$ cat src/rtl/clock_display_spi.sv
// Streams the clock core's time to a MAX7219-style 8-digit LED driver over 3-wire SPI.
// A one-time driver initialisation runs after reset; afterwards each time strobe sends six BCD digit frames.
module clock_display_spi #(
  parameter int         SCLK_DIV  = 4,
  parameter logic [3:0] INTENSITY = 4'h8
) (
  input  logic       i_clk,
  input  logic       i_reset_n,
  input  logic       i_clk_stb,
  input  logic [5:0] i_seconds,
  input  logic [5:0] i_minutes,
  input  logic [4:0] i_hours,
  output logic       o_sclk,
  output logic       o_mosi,
  output logic       o_cs_n,
  output logic       o_busy
);

  typedef enum logic [2:0] {INIT_START, LOAD, SHIFT, GAP, NEXT, IDLE} state_t;

  localparam int            CW        = $clog2(SCLK_DIV) + 1;
  localparam logic [CW-1:0] HALF_LAST = CW'(SCLK_DIV - 1);
  localparam logic [CW-1:0] GAP_LAST  = CW'(2 * SCLK_DIV - 1);

  state_t        state;
  logic [CW-1:0] div_cnt;
  logic [3:0]    bit_idx;
  logic [3:0]    frame_idx;
  logic          init_mode;
  logic          pending;

  logic [5:0]    sec_r;
  logic [5:0]    min_r;
  logic [4:0]    hr_r;

  logic [15:0]   frame;
  logic          last_frame;
  logic          latch;

  function automatic logic [3:0] tens(input logic [5:0] v);
    return 4'(v / 6'd10);
  endfunction

  function automatic logic [3:0] ones(input logic [5:0] v);
    return 4'(v % 6'd10);
  endfunction

  assign last_frame = init_mode ? (frame_idx == 4'd4) : (frame_idx == 4'd5);

  // Inputs are sampled only when a new update sequence begins, never mid-sequence.
  assign latch = ((state == IDLE) && i_clk_stb) ||
                 ((state == NEXT) && last_frame && (init_mode || pending || i_clk_stb));

  always_ff @(posedge i_clk) begin
    if (latch) begin
      sec_r <= i_seconds;
      min_r <= i_minutes;
      hr_r  <= i_hours;
    end
  end

  always_comb begin
    frame = 16'h0000;
    if (init_mode) begin
      case (frame_idx)
        4'd0:    frame = 16'h0F00;
        4'd1:    frame = 16'h0B05;
        4'd2:    frame = 16'h093F;
        4'd3:    frame = {8'h0A, 4'h0, INTENSITY};
        4'd4:    frame = 16'h0C01;
        default: frame = 16'h0000;
      endcase
    end else begin
      case (frame_idx)
        4'd0:    frame = {8'h01, 4'h0, ones(sec_r)};
        4'd1:    frame = {8'h02, 4'h0, tens(sec_r)};
        4'd2:    frame = {8'h03, 4'h8, ones(min_r)};
        4'd3:    frame = {8'h04, 4'h0, tens(min_r)};
        4'd4:    frame = {8'h05, 4'h8, ones({1'b0, hr_r})};
        4'd5:    frame = {8'h06, 4'h0, (hr_r < 5'd10) ? 4'hF : tens({1'b0, hr_r})};
        default: frame = 16'h0000;
      endcase
    end
  end

  always_ff @(posedge i_clk or negedge i_reset_n) begin
    if (!i_reset_n) begin
      state     <= INIT_START;
      o_sclk    <= 1'b0;
      o_mosi    <= 1'b0;
      o_cs_n    <= 1'b1;
      o_busy    <= 1'b0;
      pending   <= 1'b0;
      init_mode <= 1'b1;
      frame_idx <= 4'd0;
      bit_idx   <= 4'd0;
      div_cnt   <= '0;
    end else begin
      if (i_clk_stb && (state != IDLE))
        pending <= 1'b1;
      case (state)
        INIT_START: begin
          o_busy    <= 1'b1;
          init_mode <= 1'b1;
          frame_idx <= 4'd0;
          state     <= LOAD;
        end
        LOAD: begin
          o_cs_n  <= 1'b0;
          o_sclk  <= 1'b0;
          o_mosi  <= frame[15];
          bit_idx <= 4'd15;
          div_cnt <= '0;
          state   <= SHIFT;
        end
        SHIFT: begin
          if (div_cnt == HALF_LAST) begin
            div_cnt <= '0;
            if (!o_sclk) begin
              o_sclk <= 1'b1;
            end else begin
              o_sclk <= 1'b0;
              if (bit_idx == 4'd0) begin
                o_cs_n <= 1'b1;
                o_mosi <= 1'b0;
                state  <= GAP;
              end else begin
                bit_idx <= bit_idx - 4'd1;
                o_mosi  <= frame[bit_idx - 4'd1];
              end
            end
          end else begin
            div_cnt <= div_cnt + CW'(1);
          end
        end
        GAP: begin
          if (div_cnt == GAP_LAST)
            state <= NEXT;
          else
            div_cnt <= div_cnt + CW'(1);
        end
        NEXT: begin
          // A strobe arriving on this very cycle is folded in with pending so it is never dropped.
          if (last_frame) begin
            if (init_mode || pending || i_clk_stb) begin
              init_mode <= 1'b0;
              pending   <= 1'b0;
              frame_idx <= 4'd0;
              state     <= LOAD;
            end else begin
              o_busy <= 1'b0;
              state  <= IDLE;
            end
          end else begin
            frame_idx <= frame_idx + 4'd1;
            state     <= LOAD;
          end
        end
        IDLE: begin
          if (i_clk_stb) begin
            o_busy    <= 1'b1;
            init_mode <= 1'b0;
            frame_idx <= 4'd0;
            state     <= LOAD;
          end
        end
        default: state <= INIT_START;
      endcase
    end
  end

endmodule
$ cat config.mk
export PLATFORM = sky130hd
export DESIGN_NAME = clock_display_spi
export DESIGN_NICKNAME = d
export VERILOG_FILES = /design/src/rtl/clock_display_spi.sv
export SDC_FILE = /design/constraint.sdc
export NUM_CORES = 1
export LEC_CHECK = 0
export BUFFER_PORTS_ARGS = -buffer_cell sky130_fd_sc_hd__buf_2
export CAP_MARGIN = 10
export CORE_ASPECT_RATIO = 1.2
export CORE_MARGIN = 8
export CORE_UTILIZATION = 60
export CTS_CLUSTER_SIZE = 28
export DETAILED_ROUTE_END_ITERATION = 8
export PLACE_DENSITY = 0.8
export REMOVE_ABC_BUFFERS = 1
export SLEW_MARGIN = 0
export SYNTH_ARGS = -nofsm -noshare
export SYNTH_HDL_FRONTEND = slang
export SYNTH_SLANG_ARGS = --single-unit
export TNS_END_PERCENT = 100
$ cat constraint.sdc
create_clock -name i_clk -period 3.5 [get_ports i_clk]
set_input_delay 0.7 -clock i_clk [delete_from_list [all_inputs] [get_ports i_clk]]
set_output_delay 0.7 -clock i_clk [all_outputs]
set_load 0.02 [all_outputs]
==> results of run 1 <==
layout make-up:
cell class              instances  area [um2]  area share
clock buffers                   5        68.8      0.0222
clock inverters                 3        22.5     0.00725
inverters                      18        67.6      0.0218
multi-input cells             254        1690       0.543
flip-flops and latches         37        1010       0.326
well taps                      58        72.6      0.0234
repair buffers                 31         175      0.0564
logic make-up (layout without fill, tap and decap cells):
| kind of cell | count (synthesis) | in the layout | synth area share |
|---|---|---|---|
| and+or+nand+nor | 111 | 111 | 0.202 |
| AOI/OAI and AO/OA | 116 | 116 | 0.284 |
| DFF | 37 | 37 | 0.356 |
| muxes | 11 | 11 | 0.0414 |
| buffers and inverters | 35 | 57 | 0.0528 |
| xor gates and xnor gates | 5 | 5 | 0.0154 |
| adders and majority gates | 11 | 11 | 0.0484 |
cell usage after synthesis, types with 10 or more instances:
cell type / number / share of area
a21oi_1: 15 / 0.026
clkbuf_1: 12 / 0.016
dfrtp_1: 18 / 0.16
edfxtp_1: 17 / 0.18
ha_1: 11 / 0.048
inv_1: 18 / 0.024
nand2_1: 21 / 0.028
nand3_1: 10 / 0.018
nor2_1: 36 / 0.048
o21ai_0: 31 / 0.055
worst max path at each step:
stage,start,endpoint,slack (ps),depth (start not counted)
floorplan,frame_idx[0]$_DFFE_PN0P_,o_mosi$_DFFE_PN0P_,320,12
global placement,frame_idx[0]$_DFFE_PN0P_,o_mosi$_DFFE_PN0P_,420,13
detailed placement,frame_idx[0]$_DFFE_PN0P_,o_mosi$_DFFE_PN0P_,260,13
CTS,frame_idx[0]$_DFFE_PN0P_,o_mosi$_DFFE_PN0P_,210,13
global route,frame_idx[0]$_DFFE_PN0P_,o_mosi$_DFFE_PN0P_,8,12
finish,frame_idx[0]$_DFFE_PN0P_,o_mosi$_DFFE_PN0P_,230,13
power groups by stage:
| stage | Clock [W] | Combinational [W] | Sequential [W] |
|---|---|---|---|
| 3_3_place_gp | 0 | 0.0000155 | 0.000464 |
| 6_report | 0.000299 | 0.0000160 | 0.000455 |
| 4_1_cts | 0.000308 | 0.0000164 | 0.000455 |
| 5_1_grt | 0.000322 | 0.0000180 | 0.000454 |
| 3_5_place_dp | 0 | 0.0000164 | 0.000464 |
| 2_1_floorplan | 0 | 0.000000464 | 0.000464 |
through the flow:
stage,total power (W),cells
2_1_floorplan,0.000464,309
3_3_place_gp,0.000479,398
3_5_place_dp,0.000480,398
4_1_cts,0.000779,406
5_1_grt,0.000794,406
6_report,0.000770,406
flip-flops by register name, indices dropped and copies added (netlist names), 3 cells and up:
| register | count |
|---|---|
| min_r | 6 |
| hr_r | 5 |
| frame_idx | 4 |
| state | 3 |
| sec_r | 6 |
| bit_idx | 4 |
| div_cnt | 3 |
metal layers:
| layer | global-route usage | vias to the layer above |
|---|---|---|
| li1 | - | 1270 |
| met2 | 0.307 | 80 |
| met3 | 0.0296 | 13 |
| met5 | 0 | - |
| met1 | 0.265 | 1245 |
| met4 | 0.0588 | 0 |
cells in the final DEF, fill, tap and decap left out, drive strengths merged, types with 5 or more instances in the layout:
cell / n
inv: 18
a211oi: 9
a31oi: 8
or3: 5
mux2i: 8
dfrtp: 18
buf: 31
nor2: 36
ha: 11
nand3: 10
a21oi: 16
clkbuf: 5
nor2b: 8
o21ai: 31
o31ai: 8
nor3: 7
edfxtp: 17
a22o: 5
nand2: 21
==> results by stage, run 1 <==
Status:
- The flow ran to the end, and the final reports show no timing, DRC or antenna violations.

Synthesis:
- During synthesis, Yosys emitted a total of 0 warnings.
- The number of enable flip-flop cells after synthesis is 17.
- The cell count after synthesis came out at roughly 330.
- The proportion of register bits with asynchronous set or reset after synthesis is 0.541.
- The average size of a mapped cell is 8.72 um2.
- The number of unique standard cell types used by synthesis is 66.
- The most frequently used flop master after synthesis is dfrtp_1.
- The post-synth design cell area is between 2000 and 3000 um2.
- After synthesis the netlist holds a flip-flop and latch count of 37.
- The share of the Yosys chip area taken by registers is 0.356.

Setup path:
- The startpoint identified for the worst register-to-register timing path is frame_idx[0]$_DFFE_PN0P_.
- STA classifies the critical path endpoint as a flip-flop.
- The worst register-to-register path ends at o_mosi$_DFFE_PN0P_.
- The maximum net fanout on the critical path is 12.
- The depth of the worst register-to-register path is 13.
- Traced cell by cell, the critical path runs through inv_1 > ha_1 > mux2i_1 > or2_1 > a21o_4 > inv_1 > ha_1 > a21boi_1 > or3_4 > o311ai_0 > a41oi_1 > a2111o_1 > nand4_1.
- The critical path in this run is classified as flip-flop to flip-flop.
- The cell with the biggest individual delay on the critical path is dfrtp_1.
- The count of buffer and inverter cells on the critical path is 2.
- The register-to-register setup slack is around 230 ps.
- The biggest cell delay along the critical path is around 440 ps.
- The required time of the worst setup path is 3730 ps.
- STA classifies the critical path startpoint as a flip-flop.
- The family of cells with the greatest summed delay on the critical path is compound AO/OA/AOI/OAI gates.
- The arrival time at the worst endpoint is 3500 ps.

CTS:
- The CTS root buffer is clkbuf_8.
- In this run, post-CTS repair resized a total of 0 instances.
- The hold buffer count at CTS is 0.
- Buffers inserted during clock tree synthesis total 5.
- The number of buffers inserted by post-CTS setup repair is 0.
- Counting every sink on the clock net gives 37.
- The clock latency on the worst-skew pair is between 200 and 300 ps.
- The H-tree depth reported by CTS is 2.
- TritonCTS built the clock tree.
- The longest clock path from root to sink contains 2 buffers.
- After clock tree synthesis, the clock-pin slew on the worst setup and hold paths is approximately 80 ps.

Routing:
- The detailed route wirelength on metal2 is between 3000 and 4000 um.
- For this block, the via count after detailed routing is 2608.
- In the routed design, unresolved DRC markers number 0.
- After detailed routing, the total wire length is 6780 um.
- The sum of met3 wire segment lengths after detailed routing is 258 um.
- The count of nets left with antenna violations once routing finished came out at 0.
- Dividing the detail-routed wire length by the instance count gives 16.7 um.
- After detailed routing, the number of vias per cell comes to 6.42.
- The first TritonRoute pass finished after 5 iterations.
- In the final routing, the length of wire on met1 measures 3180 um.
- The number of DRC violations after detailed-routing iteration 0 is around 210.
- The highest metal layer used by the detailed router is met4.

Floorplanning:
- The I/O pin count is 24.
- The placeable core region is ~4600 um2.
- The width of the die is 78.9 um.
- In this run the vertical extent of the chip is approximately 90 um.
- The floorplan has 27 rows.
- The die footprint is 7210 um2.
- The starting utilization of the core area is 0.619.

Placement:
- OpenSTA, run right after detailed placement, puts the worst setup slack at 265 ps.
- The detailed-placement wirelength estimate is approximately 5100 um.
- The count of input and output buffers is 23.
- In this run the cell area measured after placement is around 3000 um2.
- The global placer's final weighted congestion is 0.955.

STA:
- The post-route clock skew is approximately 5.0 ps.
- The final count of pins violating max slew was 0.
- The final-layout worst hold slack is ~340 ps.
- In the finished design, the share of the clock period the worst path needs comes to 0.935.
- In the final timing run, aggregate negative setup slack is 0 ps.
- The worst slew margin relative to its limit is 0.493.
- Setup repair after global routing left no endpoint under its margin.
- Derived from the worst setup path, the maximum achievable clock frequency is 306 MHz.
- The smallest setup slack after layout is about 230 ps.
- The slew at the pin closest to its max-slew limit is roughly 750 ps.
- The hold violation count in the final report is 0.
- Setup violations remaining at the end of the flow were counted as 0.
- For the finished layout, the period the worst path requires is approximately 3300 ps.

Min path:
- The tightest min-delay check is of the input pin to async pin type.

Global route:
- The aggregate global routing overflow is 0.
- The wire length of the first global-routing pass is 11700 um.
- The via count of the first global-routing pass was between 2000 and 2500.
- The global-route usage over all layers is 0.194.
- The maximum number of pins on one net before global-route repair is 26.
- The initial antenna violation count came to 0.

Power and ir drop:
- The share of power burned in registers is 0.591.
- The clock network fraction of total power is 0.389.
- The proportion of total power due to net switching is 0.218.
- The analysis attributes to cell leakage a power of approximately 1.2 nW.
- The design internal power is 0.000602 W.
- The reported net switching power is roughly 0.00017 W.
- For this design the ratio of total power to cell area is roughly 250 nW/um2.
- The maximum vdd ir drop is 279 uV.
- The combinational cell fraction of total power is 0.021.

Layout:
- In the final layout, the share of cells above drive strength 1 is 0.152.
- Measured on the finished design, the core utilization comes to 0.676.
- Summing all non-filler instances in the final layout gives an area of about 3100 um2.
- The signed area change from the synthesized netlist to the final layout is 9.19%.
- The number of antenna diodes in the final layout is 0.
- At the end of the flow, the number of nets in the layout was 378.
- The number of fill cells in the layout is 389.

Job:
- Max-cap violations in this run came to 0.
Power figures use the tool's default switching activity.
==> run 2, diff against run 1 <==
Settings changed: ABC_AREA set to 1, CORE_UTILIZATION 60 to 59, PLACE_DENSITY 0.8 to 0.79.
==> run 2 against run 1 <==
  * Clock skew hardly changed
  * Final area decreased by 9.5%
  * Via count fell by 13%
  * Sequential cell count unchanged
  * Critical path depth increased by 12
  * Cell count grew 6.2%
  * Sequential share of layout area grew 3.4 points
  * First-iteration DRC count fell by 34%
  * Power grew to 3.0 times the previous value
  * Utilization shrank 0.60 points
  * Critical endpoint unchanged
  * Largest power group is now combinational logic
  * Highest routed layer unchanged
==> results by stage, run 2 <==
Floorplanning:
- In this run the core area contains 26 standard-cell rows.
- The width of the die is 76.0 um.
- The initial utilization of the core area, before any placement, comes to 0.608.
- The die covers between 6000 and 7000 um2.
- After floorplanning, the core was sized to cover 4200 um2.
- Pin placement for this block handled 24 I/O pins.
- The floorplan step set the die height to 88.0 um.

STA:
- The post-route setup TNS is 0 ps.
- Setup violations remaining at the end of the flow were counted as 0.
- The post-route clock skew is ~5.2 ps.
- The highest clock rate is roughly 340 MHz.
- The final count of pins violating max slew is 0.
- The hold violation count in the final report is 0.
- Setup repair after global routing left no endpoint under its margin.
- The smallest setup slack after layout is approximately 570 ps.
- Dividing the final minimum period by the clock period gives 0.837.
- Headroom to the max-slew limit came out at 0.699.
- On the final layout, the worst hold slack is ~360 ps.
- The slew at the pin closest to its max-slew limit is approximately 450 ps.
- For the finished layout, the period the worst path requires is about 2900 ps.

Synthesis:
- nand2_1 is the most common cell in the netlist.
- The number of flip-flops and latches in the synthesized netlist is 37.
- After synthesis, the share of flip-flops with an asynchronous set or reset is 0.541.
- Of the post-synthesis cell area, the dominant cell type holds 0.200.
- Yosys mapped the design onto 39 distinct sky130hd cell types.
- The cell type contributing the most total cell area after synthesis is edfxtp_1.
- Ranked by instance count, the synthesized netlist is headed by 83 x nand2_1, 58 x inv_1, 32 x nand3_1.
- The post-synth design cell area is 2550 um2.
- Counting flops with a built-in enable in the synthesized netlist gives 17.
- Of the synthesized area, sequential elements account for 0.397.
- The most frequently used flop master after synthesis is dfrtp_1.
- Averaged over all synthesized cells, the footprint is about 7.4 um2.
- Yosys attributes the largest share of cell area to edfxtp_1 20%, dfrtp_1 18%, nand2_1 12%.
- The number of warnings issued by yosys is 0.
- The cell count after synthesis is around 350.

Setup path:
- On the critical path, the stage with the largest delay is an instance of dfrtp_1.
- The sort of element at the end of the critical path is a flip-flop.
- The arrival time at the worst endpoint is a little over 3000 ps.
- The family of cells with the greatest summed delay on the critical path is simple AND/OR/NAND/NOR gates.
- The type of element launching the critical path is a flip-flop.
- Data on the critical path is required at its endpoint by ~3700 ps.
- The cell seen most often among critical-path stages is nand2_1.
- On the worst path, the slowest cell contributes a delay of a little over 400 ps.
- The setup path with the least slack is of type flip-flop to flip-flop.
- The number of buffers and inverters on the critical path is 2.
- Of all nets on the critical path, the largest fanout is 8.

Power and ir drop:
- VDD sags by at most 387 uV.
- The analysis attributes to cell leakage a power of 1.40 nW.
- Power spread over the standard cell area amounts to ~830 nW/um2.

Layout:
- The post-layout instance count excluding filler cells is roughly 430.
- The number of fill cells in the layout is roughly 400.
- The number of antenna diodes in the final layout is 0.
- Leaving out fill and tap cells, the most frequent cell in the layout is nand2_1.
- The sequential cell area in the final layout is slightly above 1000 um2.
- In the layout the commonest cells are 83 x nand2_1, 58 x inv_1, 32 x nand3_1.
- In the final layout, the registers with the most flip-flops are min_r (6), sec_r (6), hr_r (5).
- The number of nets in the final layout is between 400 and 500.
- The signed area change from the synthesized netlist to the final layout is 10.2%.
- Of the cells placed in the final design, the portion with a size suffix greater than 1 is 0.147.
- The multi-input combinational cells in the finished layout cover a total of about 1300 um2.

Routing:
- The count of nets left with antenna violations once routing finished came out at 0.
- Detailed routing inserted a total of around 2300 vias.
- The number of DRC violations after detailed routing is 0.
- The per-cell via count in the routed design is approximately 5.3.
- For this run, the detailed router's first-pass iteration total came to 5.
- The routed design has 5230 um of wire.
- Dividing the detail-routed wire length by the instance count gives 12.1 um.
- The detailed router finished its first iteration with around 140 violations.

CTS:
- Post-CTS timing repair inserted 0 buffers for setup.
- The number of buffers added by the clock tree synthesis step is 5.
- The CTS root buffer is clkbuf_8.
- The hold buffer count at CTS is 0.
- The H-tree was split into 2 levels.
- The tree built by TritonCTS fans out to 37 sinks.
- The post-cts resize count is 0.
- The CTS clock-pin slew for the worst setup and hold paths is ~70 ps.
- The CTS tree is done.
- The clock latency on the worst-skew pair is roughly 280 ps.
- The clock tree buffer depth is 2.

Global route:
- The aggregate global routing overflow is 0.
- The via count of the first global-routing pass was 2229.
- The wire length of the first global-routing pass is just over 9000 um.
- The global-route usage over all layers is 0.166.
- The initial antenna violation count is 0.
- Entering global routing, the biggest net connects 21 pins.

Placement:
- At the placement stage, the worst setup path has a slack of ~600 ps.
- The count of input and output buffers is 23.
- The instance count after placement with tap cells included is around 420.
- The detailed-placement wirelength estimate is 4160 um.
- The global placer's final weighted congestion is just over 0.9.

Min path:
- The worst min-delay path category is input pin to async pin.

Status:
- The flow ran to the end, and the final reports show no timing, DRC or antenna violations.

Job:
- The number of violations of the max-capacitance limit is 0.
-- run 2: metrics by stage --
stage	power (W)	area [um2]	util
6_report	0.00232	2810	0.670
5_1_grt	0.00259	2810	0.670
4_1_cts	0.00233	2810	0.670
3_5_place_dp	0.00204	2730	0.650
3_3_place_gp	0.00201	2730	0.650
2_1_floorplan	0.00176	2540	-
-- run 2: worst reg2reg max path: stages (launching register included) --
cell,delay [ps]
dfrtp_1,410
inv_1,130
ha_1,270
nand3_2,210
nand2_4,180
nor2_2,60
nor2_4,100
inv_2,60
ha_1,270
nand3_1,70
nand2_1,90
nand2_2,60
nand2_1,90
nand2_1,60
nand2_1,100
nand2_2,80
nand2_1,80
nand2_1,60
nand3_1,60
nand2_1,50
nand3_1,70
nand3_1,60
nand2_1,70
nand2_1,40
nand2_1,60
nand2_1,40
-- run 2: path summary, 6_finish.rpt --
kind / from / end / slack [ps] / depth (start not counted)
setup / recovery: frame_idx[0]$_DFFE_PN0P_ / o_mosi$_DFFE_PN0P_ / 570 / 25
hold / removal: i_reset_n / bit_idx[3]$_DFFE_PN0P_ / 360 / 1
setup reg to reg: frame_idx[0]$_DFFE_PN0P_ / o_mosi$_DFFE_PN0P_ / 570 / 25
hold reg to reg: div_cnt[0]$_DFFE_PN0P_ / div_cnt[0]$_DFFE_PN0P_ / 480 / 1
max in group asynchronous: i_reset_n / o_cs_n$_DFFE_PN1P_ / 2800 / 1
min in group i_clk: div_cnt[0]$_DFFE_PN0P_ / div_cnt[0]$_DFFE_PN0P_ / 480 / 1
-- run 2: area by class of cell --
| class | instances | area share |
|---|---|---|
| timing repair buffer | 24 | 0.0436 |
| clock buffer | 6 | 0.0258 |
| multi-input combinational | 242 | 0.456 |
| tap | 56 | 0.0249 |
| clock inverter | 2 | 0.00356 |
| sequential | 37 | 0.360 |
| inverter | 64 | 0.0854 |
-- run 2: cell families after synthesis --
| family | Yosys count | share of synthesized area |
|---|---|---|
| AOI/OAI and AO/OA | 59 | 0.133 |
| xor gates and xnor gates | 4 | 0.0137 |
| adders and majority gates | 11 | 0.0539 |
| buffers and inverters | 66 | 0.100 |
| DFF | 37 | 0.397 |
| and+or+nand+nor | 168 | 0.302 |
-- run 2: where the power goes --
| group | leakage (nW) | switching (W) | internal [W] |
|---|---|---|---|
| Clock | 0.0450 | 0.000139 | 0.000138 |
| Combinational | 0.966 | 0.000901 | 0.000494 |
| Sequential | 0.386 | 0.0000970 | 0.000555 |
-- run 2: routing by layer --
| metal | vias up | global-route usage | wire length [um] |
|---|---|---|---|
| met1 | 1032 | 0.195 | 2400 |
| met3 | 10 | 0.0298 | 176 |
| met4 | 0 | 0.0679 | 104 |
| li1 | 1182 | - | - |
| met5 | - | 0 | 0 |
| met2 | 56 | 0.293 | 2560 |
